### src/rtl/i2c_mem_slave.sv
`default_nettype none
// ============================================================================
// i2c_mem_slave : I2C responder exposing an 8-bit-addressed byte memory with an
//                 auto-incrementing byte pointer.
// Revision      : 1.0
// ============================================================================
module i2c_mem_slave #(
  parameter logic [6:0] SLAVE_ADDR     = 7'h42,
  parameter int         SYNC_STAGES    = 2,
  parameter int         MEM_RD_LATENCY = 1
) (
  input  logic       clk,
  input  logic       reset,
  input  logic       scl_in,
  input  logic       sda_in,
  output logic       sda_oe,
  output logic       mem_ce,
  output logic       mem_wren,
  output logic       mem_rden,
  output logic [7:0] mem_addr,
  output logic [7:0] mem_wdata,
  input  logic [7:0] mem_rdata,
  output logic       busy
);

  localparam logic [3:0] c_IDLE      = 4'd0;
  localparam logic [3:0] c_ADDR      = 4'd1;
  localparam logic [3:0] c_ADDR_ACK  = 4'd2;
  localparam logic [3:0] c_PTR       = 4'd3;
  localparam logic [3:0] c_PTR_ACK   = 4'd4;
  localparam logic [3:0] c_WDATA     = 4'd5;
  localparam logic [3:0] c_WDATA_ACK = 4'd6;
  localparam logic [3:0] c_RDATA     = 4'd7;
  localparam logic [3:0] c_RDATA_ACK = 4'd8;
  localparam logic [3:0] c_WAIT_STOP = 4'd9;

  // Countdown loaded at the fetch strobe; read data is captured when it reaches 1.
  localparam logic [2:0] c_RD_WAIT = 3'(MEM_RD_LATENCY + 1);

  logic [SYNC_STAGES-1:0] r_scl_sync;
  logic [SYNC_STAGES-1:0] r_sda_sync;
  logic                   r_scl_prev;
  logic                   r_sda_prev;
  logic [3:0]             r_state;
  logic [3:0]             r_bit_cnt;
  logic [6:0]             r_shift;
  logic [7:0]             r_tx;
  logic [7:0]             r_ptr;
  logic                   r_rw;
  logic [2:0]             r_rd_wait;

  logic       w_scl;
  logic       w_sda;
  logic       w_scl_rise;
  logic       w_scl_fall;
  logic       w_start;
  logic       w_stop;
  logic [7:0] w_byte;

  assign w_scl      = r_scl_sync[SYNC_STAGES-1];
  assign w_sda      = r_sda_sync[SYNC_STAGES-1];
  assign w_scl_rise = w_scl & ~r_scl_prev;
  assign w_scl_fall = ~w_scl & r_scl_prev;
  assign w_start    = w_scl & r_scl_prev & r_sda_prev & ~w_sda;
  assign w_stop     = w_scl & r_scl_prev & ~r_sda_prev & w_sda;
  assign w_byte     = {r_shift, w_sda};
  assign mem_ce     = mem_wren | mem_rden;

  always_ff @(posedge clk or posedge reset) begin
    if (reset) begin
      r_scl_sync <= '1;
      r_sda_sync <= '1;
      r_scl_prev <= 1'b1;
      r_sda_prev <= 1'b1;
      r_state    <= c_IDLE;
      r_bit_cnt  <= 4'd0;
      r_shift    <= 7'd0;
      r_tx       <= 8'd0;
      r_ptr      <= 8'd0;
      r_rw       <= 1'b0;
      r_rd_wait  <= 3'd0;
      sda_oe     <= 1'b0;
      mem_wren   <= 1'b0;
      mem_rden   <= 1'b0;
      mem_addr   <= 8'd0;
      mem_wdata  <= 8'd0;
      busy       <= 1'b0;
    end else begin
      r_scl_sync <= {r_scl_sync[SYNC_STAGES-2:0], scl_in};
      r_sda_sync <= {r_sda_sync[SYNC_STAGES-2:0], sda_in};
      r_scl_prev <= w_scl;
      r_sda_prev <= w_sda;
      mem_wren   <= 1'b0;
      mem_rden   <= 1'b0;

      if (r_rd_wait != 3'd0) begin
        r_rd_wait <= r_rd_wait - 3'd1;
        if (r_rd_wait == 3'd1) begin
          r_tx <= mem_rdata;
        end
      end

      // Bus conditions take priority over any bit activity in the same cycle.
      if (w_start) begin
        r_state   <= c_ADDR;
        r_bit_cnt <= 4'd0;
        r_shift   <= 7'd0;
        sda_oe    <= 1'b0;
      end else if (w_stop) begin
        r_state   <= c_IDLE;
        r_bit_cnt <= 4'd0;
        sda_oe    <= 1'b0;
        busy      <= 1'b0;
      end else begin
        case (r_state)
          c_ADDR: begin
            if (w_scl_rise) begin
              r_shift <= w_byte[6:0];
              if (r_bit_cnt == 4'd7) begin
                if (w_byte[7:1] == SLAVE_ADDR) begin
                  r_state   <= c_ADDR_ACK;
                  r_bit_cnt <= 4'd8;
                  busy      <= 1'b1;
                  r_rw      <= w_byte[0];
                  if (w_byte[0]) begin
                    mem_rden  <= 1'b1;
                    mem_addr  <= r_ptr;
                    r_rd_wait <= c_RD_WAIT;
                  end
                end else begin
                  r_state   <= c_WAIT_STOP;
                  r_bit_cnt <= 4'd0;
                  busy      <= 1'b0;
                end
              end else begin
                r_bit_cnt <= r_bit_cnt + 4'd1;
              end
            end
          end

          c_ADDR_ACK, c_PTR_ACK, c_WDATA_ACK: begin
            // Count 8 marks the ACK low phase, 9 the ACK clock high phase.
            if (w_scl_fall && r_bit_cnt == 4'd8) begin
              sda_oe <= 1'b1;
            end else if (w_scl_rise && r_bit_cnt == 4'd8) begin
              r_bit_cnt <= 4'd9;
            end else if (w_scl_fall && r_bit_cnt == 4'd9) begin
              r_bit_cnt <= 4'd0;
              if (r_state == c_ADDR_ACK && r_rw) begin
                sda_oe  <= ~r_tx[7];
                r_tx    <= {r_tx[6:0], 1'b0};
                r_state <= c_RDATA;
              end else begin
                sda_oe  <= 1'b0;
                r_state <= (r_state == c_ADDR_ACK) ? c_PTR : c_WDATA;
              end
            end
          end

          c_PTR: begin
            if (w_scl_rise) begin
              r_shift <= w_byte[6:0];
              if (r_bit_cnt == 4'd7) begin
                r_ptr     <= w_byte;
                r_state   <= c_PTR_ACK;
                r_bit_cnt <= 4'd8;
              end else begin
                r_bit_cnt <= r_bit_cnt + 4'd1;
              end
            end
          end

          c_WDATA: begin
            if (w_scl_rise) begin
              r_shift <= w_byte[6:0];
              if (r_bit_cnt == 4'd7) begin
                mem_wren  <= 1'b1;
                mem_addr  <= r_ptr;
                mem_wdata <= w_byte;
                r_ptr     <= r_ptr + 8'd1;
                r_state   <= c_WDATA_ACK;
                r_bit_cnt <= 4'd8;
              end else begin
                r_bit_cnt <= r_bit_cnt + 4'd1;
              end
            end
          end

          c_RDATA: begin
            if (w_scl_fall && r_bit_cnt < 4'd8) begin
              sda_oe <= ~r_tx[7];
              r_tx   <= {r_tx[6:0], 1'b0};
            end else if (w_scl_rise) begin
              if (r_bit_cnt == 4'd7) begin
                r_ptr     <= r_ptr + 8'd1;
                r_state   <= c_RDATA_ACK;
                r_bit_cnt <= 4'd8;
              end else begin
                r_bit_cnt <= r_bit_cnt + 4'd1;
              end
            end
          end

          c_RDATA_ACK: begin
            if (w_scl_fall && r_bit_cnt == 4'd8) begin
              sda_oe <= 1'b0;
            end else if (w_scl_rise && r_bit_cnt == 4'd8) begin
              if (!w_sda) begin
                mem_rden  <= 1'b1;
                mem_addr  <= r_ptr;
                r_rd_wait <= c_RD_WAIT;
                r_bit_cnt <= 4'd9;
              end else begin
                r_state   <= c_WAIT_STOP;
                r_bit_cnt <= 4'd0;
                busy      <= 1'b0;
              end
            end else if (w_scl_fall && r_bit_cnt == 4'd9) begin
              sda_oe    <= ~r_tx[7];
              r_tx      <= {r_tx[6:0], 1'b0};
              r_bit_cnt <= 4'd0;
              r_state   <= c_RDATA;
            end
          end

          c_IDLE, c_WAIT_STOP: begin
            sda_oe <= 1'b0;
          end

          default: begin
            r_state <= c_IDLE;
            sda_oe  <= 1'b0;
          end
        endcase
      end
    end
  end

endmodule
`default_nettype wire
### config.mk
export PLATFORM = sky130hd
export DESIGN_NAME = i2c_mem_slave
export DESIGN_NICKNAME = d
export VERILOG_FILES = /design/src/rtl/i2c_mem_slave.sv
export SDC_FILE = /design/constraint.sdc
export NUM_CORES = 1
export LEC_CHECK = 0
export ABC_AREA = 0
export CAP_MARGIN = 20
export CORE_MARGIN = 2
export CORE_UTILIZATION = 28
export DETAILED_ROUTE_END_ITERATION = 8
export PLACE_DENSITY = 0.48
export SLEW_MARGIN = 20
export SYNTH_ARGS = -nofsm -noshare
export SYNTH_HDL_FRONTEND = slang
export SYNTH_SLANG_ARGS = --single-unit
### constraint.sdc
create_clock -name clk -period 2.79 [get_ports clk]
set_clock_uncertainty 0.05 [all_clocks]
set_input_delay 0.558 -clock clk [delete_from_list [all_inputs] [get_ports clk]]
set_output_delay 0.558 -clock clk [all_outputs]
set_load 0.02 [all_outputs]
# --- After elaboration in Yosys (flattened, before gate mapping) ---
# Cells that the tools add are included.
totals:
  register_bits: 61
  input_bits: 12
  output_inout_bits: 21
classes:
  addsub: 3
  order_cmp: 1
  n_eq_ne: 54
  mux: 115
  bitwise: 15
  n_reduce_logical: 26
op_table:
  columns: ["cell", "count"]
  rows:
  - ["$mux W8", 26]
  - ["$mux W4", 33]
  - ["$pmux W8 S3", 3]
  - ["$ne A4 B4 Y1 const B", 14]
  - ["$mux W3", 12]
  - ["$mux W1", 31]
  - ["$ne A5 B5 Y1 const B", 6]
  - ["$mux W7", 4]
  - ["$pmux W4 S7", 1]
  - ["$ne A2 B2 Y1 const B", 13]
  - ["$eq A4 B3 Y1 const B", 5]
  - ["$pmux W4 S5", 1]
  - ["$ne A3 B3 Y1 const B", 6]
  - ["$reduce_and A6 Y1", 3]
  - ["$eq A4 B4 Y1 const B", 4]
  - ["$reduce_and A16 Y1", 1]
  - ["$reduce_and A12 Y1", 1]
  - ["$reduce_bool A3 Y1", 4]
  - ["$reduce_and A5 Y1", 2]
  - ["$add A8 B1 Y8 const B", 1]
  - ["$eq A4 B2 Y1 const B", 2]
  - ["$and A1 B1 Y1", 7]
  - ["$eq A7 B7 Y1 const B", 1]
  - ["$not A1 Y1", 7]
  - ["other kinds (18)", 26]

# --- Longest topological paths before layout ---
# Gate-level depths: netlist of run 1.
depth:
  ltp_word: 10
  depth_mapped: 9
  depth_no_buf: 8

# --- Worst setup path before layout of run 1 ---
# No wires, ideal clock.
synth_path:
  path_kind: "reg2reg"
  start: "reg r_shift[3]"
  end: "reg mem_addr[0]"
  setup_time_ps: 125
  arrival_time_ps: 2227
  path_slack_ps: 389
  stages_incl_launch_ff: 7
  synth_period_minus_slack_ps: 2401
  cell_sequence: "dfrtp_1 -> or4b_4 -> nor4b_4 -> or2_1 -> nand2_2 -> nor4_4 -> mux2_2"
synth_via:
  elab_chain_len: 3
synth_lines:
  columns: ["element", "line", "rtl"]
  rows:
  - ["start, declared", "46", "logic [6:0] r_shift;"]
  - ["start signal, assigned", "118", "r_shift <= w_byte[6:0];"]
  - ["start signal, assigned", "162", "r_shift <= w_byte[6:0];"]
  - ["start signal, assigned", "175", "r_shift <= w_byte[6:0];"]
  - ["$eq A7 B7 Y1", "120", "if (w_byte[7:1] == SLAVE_ADDR) begin"]
  - ["$ne A2 B2 Y1 (no line)", null, null]
  - ["$reduce_and A12 Y1 (no line)", null, null]
  - ["end signal, assigned", "127", "mem_addr <= r_ptr;"]
  - ["end signal, assigned", "178", "mem_addr <= r_ptr;"]
  - ["end signal, assigned", "210", "mem_addr <= r_ptr;"]
  - ["end, declared", "20", "output logic [7:0] mem_addr,"]
# No other way between the ends.
# A chain may end at the register's enable or synchronous reset.

# --- Worst setup path in the final report of run 1 ---
layout_path:
  start: "reg r_shift[3]"
  end: "reg mem_addr[3]"
# Same word-level chain as after synthesis.

==> results of run 1 <==
-- kinds of logic (layout without fill, tap and decap cells) --
family,count (synthesis),after routing,synth area share [%]
AO/OA/AOI/OAI,93,93,17.66
XOR/XNOR,2,2,0.5109
adder cells (fa/ha/maj),8,8,2.846
buffers and inverters,32,80,3.830
flip-flops,61,61,44.73
multiplexers,27,27,8.245
AND/OR/NAND/NOR,154,154,22.18
-- routing by layer --
layer	wire length [um]	up-vias
met4	122	0
met2	4145	113
li1	-	1444
met3	561	12
met5	0	-
met1	3995	1429
-- worst paths after layout --
kind,endpoint,slack [ns],start,cells past startpoint
worst min register to register,r_scl_sync[1],0.30,r_scl_sync[0],0
min in group asynchronous,mem_addr[1],0.56,reset,3
worst min-delay path,r_scl_sync[1],0.30,r_scl_sync[0],0
worst max-delay path,mem_addr[3],0.29,r_shift[3],6
max in group asynchronous,r_sda_sync[0],1.81,reset,3
worst max register to register,mem_addr[3],0.29,r_shift[3],6
-- through the flow --
stage	setup slack, ns	instances	hold WS, ns	area, um^2
after floorplan	0.3886	377	0.2952	3430
after global placement	0.2713	556	0.2974	4010
after detailed placement	0.2403	556	0.2975	4010
after CTS	0.2298	572	0.3047	4305
after global routing	0.03122	572	0.3054	4305
final	0.2910	572	0.3037	4305
-- layout by cell type (no fill, tap or decap), drive strengths merged, types with 3 or more instances in the layout --
cell type / count
nor2: 25
nor2b: 5
nand4: 3
or2: 4
nand3b: 3
o211ai: 4
o21ai: 29
o311ai: 3
nand3: 12
ha: 7
nand2: 72
nand2b: 6
dfrtp: 55
a31oi: 6
mux2: 10
o221ai: 3
a22o: 4
clkbuf: 13
and3: 6
inv: 11
nor3b: 5
nor3: 5
mux2i: 17
clkdlybuf4s50: 32
o22ai: 4
a21oi: 19
dfstp: 6
buf: 20
-- power breakdown --
part	internal, mW	switching [mW]
logic	0.572	0.731
registers	1.07	0.205
clock network	0.717	0.403
-- state kept, by name (all words and copies together) (netlist names) --
register and cells:
mem_wdata 8, mem_wren 1, r_ptr 8, r_shift 7
r_tx 8, r_state 4, r_scl_sync 2, r_sda_sync 2
r_scl_prev 1, sda_oe 1, r_rw 1, busy 1
r_rd_wait 3, r_sda_prev 1, r_bit_cnt 4, mem_rden 1
mem_addr 8
-- synth_stat cells (all sizes together) (7+ instances only) --
cell type	count
clkbuf	18
dfrtp	55
ha	7
inv	11
a21oi	19
nand3	12
o21ai	29
mux2i	17
nor2	25
mux2	10
nand2	72
-- cell type report --
| cell class | instances | area [um^2] | share of cell area, % |
|---|---|---|---|
| clock buffer | 13 | 250.2 | 5.812 |
| sequential | 61 | 1534 | 35.63 |
| inverter | 12 | 45.04 | 1.046 |
| timing repair buffer | 52 | 483.0 | 11.22 |
| clock inverter | 3 | 45.04 | 1.046 |
| tap | 147 | 183.9 | 4.272 |
| multi-input combinational | 284 | 1764 | 40.98 |
==> results.yml, run 1 <==
worst_setup_path:
  slowest_delay_ns: 0.57
  path_cells: "or4b_4 > nor4b_4 > or2_1 > nand2_2 > nor4_4 > mux2_2"
  path_max_fanout: 8
  crit_required_ns: 2.95
  setup.worst_path.start_class: "register"
  criticalPathCategory: "reg -> reg"
  critPathSlowestCell: "or4b_4"
  crit_family: "simple AND/OR/NAND/NOR gates"
  end_kind: "register"
  cp.buffers_inverters: 0
  cp.arrival_ns: 2.66
yosys:
  yosysTopAreaCell: "dfrtp_1"
  synth_top_area_share_pct: 40.13
  synth_flop_cell: "dfrtp_1"
  synth.distinct_cells: 60
  synth.area.top_cells: "dfrtp_1 40%, nand2_1 7.8%, mux2i_1 5.0%"
  synth_warnings: 0
  synthCells: 377
  yosysSeqAreaShare_pct: 44.73
  synth_nets: 396
  synth_edf_count: 0
  avgSynthCellArea_um2: 9.097
  ys_seq_elements: 61
  async_reset_ff_share_pct: 100.0
  syn-cell-area_um2: 3430
clock_tree:
  post_cts_buffers: 0
  cts.clk_slew.worst_paths_ns: 0.06
  insertion_delay_ns: 0.33
  ctsHoldBuffers: 0
  cts_buffers: 9
  cts.sink_count: 61
  h-tree-depth: 3
  cts_tree: "built"
  ctsResizeCount: 0
  clockBufferDepth: 2
  cts_root_buf: "clkbuf_16"
grt:
  grt_pass1_wl_um: 15010
  grt_start_max_net_pins: 62
  grtUsageMet2_pct: 22.60
  grtUsageMet3_pct: 4.129
  grt_usage_pct: 14.42
  grt.busiest_layer: "met2"
  antenna_found_initial: 0
  overflow: 0
  grt_pass1_vias: 2965
  grt_use_met1_pct: 19.32
min_path:
  hold_class: "reg -> reg"
routing:
  viasPerCell: 5.241
  drt_iter0_drc: 125
  drcViolationCount: 0
  wirelength_um: 8825
  drt_first_pass_iters: 5
  post_drt_wl_per_cell_um: 15.43
  vias: 2998
  ant_nets: 0
status:
  status: "completed"
timing:
  period_share_pct: 89.57
  relSlewSlack_pct: 60.28
  clock.fmax_mhz: 400.2
  setup_viol: 0
  hold_viol_final: 0
  post-route-min-period_ns: 2.499
  rsz0062_at_grt: "no"
  drv_slew: 0
  tns_ns: 0
  tightest_slew_ns: 0.5913
cells_and_area:
  final_core_util_pct: 35.99
  syn2layout_area_growth_pct: 25.54
  diodes: 0
  fill_cells: 1231
  nNetsFinal: 439
  drive_gt1_share_pct: 13.65
placement:
  dp_hpwl_um: 6164
  globalplace.congestion: 0.8569
  port_buffers: 32
job:
  maxCapViolations: 0
power:
  power.density_nw_per_um2: 857.9
  ir_drop_uv: 368.4
  power_mw: 3.694
  cellLeakagePower_nw: 1.818
floorplan:
  pin_count: 33
  core-area_um2: 11960
  start_util_pct: 28.67
  rows: 40
  die_x_um: 114.7
  die_y_um: 114.7
  dieArea_um2: 13150
No activity file was read; power rests on OpenSTA's default activity.
==> run 2, diff against run 1 <==
--- a/config.mk
+++ b/config.mk
@@ -7,7 +7,6 @@
 export LEC_CHECK = 0
 export ABC_AREA = 0
 export CAP_MARGIN = 20
-export CORE_MARGIN = 2
 export CORE_UTILIZATION = 28
 export DETAILED_ROUTE_END_ITERATION = 8
 export PLACE_DENSITY = 0.48
==> run 2 against run 1 <==
Effect of this change: first-iteration DRC count up 33%; combinational power about the same; fmax down 0.76%; critical path type unchanged; largest cell class unchanged.
==> results.yml, run 2 (synthesis gave the netlist of run 1 again) <==
grt:
  overflow: 0
  grt_start_max_net_pins: 41
  antenna_found_initial: 0
  grt_usage_pct: 14.80
  grt_pass1_wl_um: 14790
  grt_pass1_vias: 2910
timing:
  hold_viol_final: 0
  drv_slew: 0
  relSlewSlack_pct: 58.65
  tightest_slew_ns: 0.6202
  clock.fmax_mhz: 397.1
  setup_viol: 0
  period_share_pct: 90.25
  tns_ns: 0
  post-route-min-period_ns: 2.518
  rsz0062_at_grt: "no"
clock_tree:
  ctsResizeCount: 0
  cts_buffers: 9
  cts_tree: "built"
  insertion_delay_ns: 0.33
  cts.clk_slew.worst_paths_ns: 0.06
  post_cts_buffers: 0
  cts_root_buf: "clkbuf_16"
  cts.sink_count: 61
  h-tree-depth: 3
  ctsHoldBuffers: 0
  clockBufferDepth: 2
power:
  ir_drop_uv: 290.2
  p_comb_share_pct: 35.0
  p_switching_mw: 1.363
  switching_share_pct: 36.65
  power.density_nw_per_um2: 862.5
  pwr-share-clk_pct: 30.7
  internal_power_mw: 2.356
  pwr-share-seq_pct: 34.3
  cellLeakagePower_nw: 1.824
worst_setup_path:
  end_kind: "register"
  r2r-end: "mem_addr[3]"
  cp.arrival_ns: 2.67
  reg2reg_from: "r_shift[3]"
  setup.worst_path.start_class: "register"
  reg2reg_depth: 6
  criticalPathCategory: "reg -> reg"
  crit_required_ns: 2.95
  rrSetupSlack_ns: 0.27
  path_max_fanout: 8
routing:
  wirelength_um: 8714
  viasPerCell: 5.054
  ant_nets: 0
  drt_iter0_drc: 166
  vias: 2891
  drt_first_pass_iters: 4
  post_drt_wl_per_cell_um: 15.23
  drcViolationCount: 0
min_path:
  hold_class: "reg -> reg"
  worstHoldStart: "r_scl_sync[0]"
  holdPathEnd: "r_scl_sync[1]"
  min_path_cells: 0
floorplan:
  dieArea_um2: 12690
  pin_count: 33
  core-area_um2: 11960
  die_x_um: 112.7
  die_y_um: 112.7
  start_util_pct: 28.67
  rows: 40
cells_and_area:
  drive_gt1_share_pct: 14.12
  syn2layout_area_growth_pct: 25.72
  multi_input_area_um2: 1764
  final_cells: 572
  fill_cells: 1229
  layout_common_cells: "71 x nand2_1, 55 x dfrtp_1, 32 x clkdlybuf4s50_1"
  seqCellArea_um2: 1534
  nNetsFinal: 439
  mostFrequentLayoutCell: "nand2_1"
  diodes: 0
status:
  status: "completed"
placement:
  port_buffers: 32
  dp.cells: 556
  globalplace.congestion: 0.8364
  dp_hpwl_um: 6076
job:
  maxCapViolations: 0
==> run 2: changes by cell type in the layout (fill, tap and decap cells not counted) <==
cell      delta
clkbuf_1     -2
clkinv_2     +1
inv_6        +1
==> run 2: critical path: stages (launching register included) <==
cell     delay [ns]
dfrtp_1        0.42
or4b_4         0.57
nor4b_4        0.23
or2_1          0.20
nand2_2        0.08
nor4_4         0.45
mux2_2         0.40
==> run 2: layer usage <==
| metal | part of all wire, % | up-vias | track usage, % |
|---|---|---|---|
| li1 | - | 1439 | - |
| met1 | 48 | 1380 | 19.51 |
| met2 | 47 | 64 | 24.32 |
| met3 | 3.8 | 8 | 3.078 |
| met4 | 0.85 | 0 | 4.622 |
| met5 | 0 | - | 0 |
==> run 2: worst max path at each step <==
stage	from	end	cells past startpoint
finish	r_shift[3]	mem_addr[3]	6
global route	r_shift[4]	mem_addr[3]	6
CTS	r_shift[3]	mem_addr[3]	6
detailed placement	r_shift[3]	mem_addr[3]	6
global placement	r_shift[3]	mem_addr[7]	6
floorplan	r_shift[3]	mem_addr[0]	6
==> run 2: area by class of cell <==
| type | count | share of cell area, % |
|---|---|---|
| Multi-Input combinational cell | 284 | 40.92 |
| Sequential cell | 61 | 35.58 |
| Timing Repair Buffer | 52 | 11.20 |
| Clock buffer | 11 | 5.630 |
| Tap cell | 147 | 4.266 |
| Clock inverter | 5 | 1.364 |
| Inverter | 12 | 1.045 |
==> run 2: stage by stage <==
| step | power, mW | worst slack (ns) | utilization (%) | hold WS [ns] | cell area, um^2 |
|---|---|---|---|---|---|
| floorplan | 2.204 | 0.3886 | - | 0.2952 | 3430 |
| global placement | 2.576 | 0.2698 | 33.53 | 0.2967 | 4010 |
| detailed placement | 2.584 | 0.2247 | 33.53 | 0.2990 | 4010 |
| CTS | 3.751 | 0.2126 | 36.05 | 0.3070 | 4312 |
| global route | 3.962 | 0.04474 | 36.05 | 0.3123 | 4312 |
| finish | 3.719 | 0.2719 | 36.05 | 0.3060 | 4312 |
==> run 2: power groups by stage <==
stage / Clock, mW / Sequential [mW] / Combinational (mW)
final: 1.14 / 1.27 / 1.30
after global routing: 1.20 / 1.32 / 1.45
after CTS: 1.17 / 1.28 / 1.30
after detailed placement: 0 / 1.29 / 1.30
after global placement: 0 / 1.28 / 1.29
after floorplan: 0 / 1.20 / 1.00
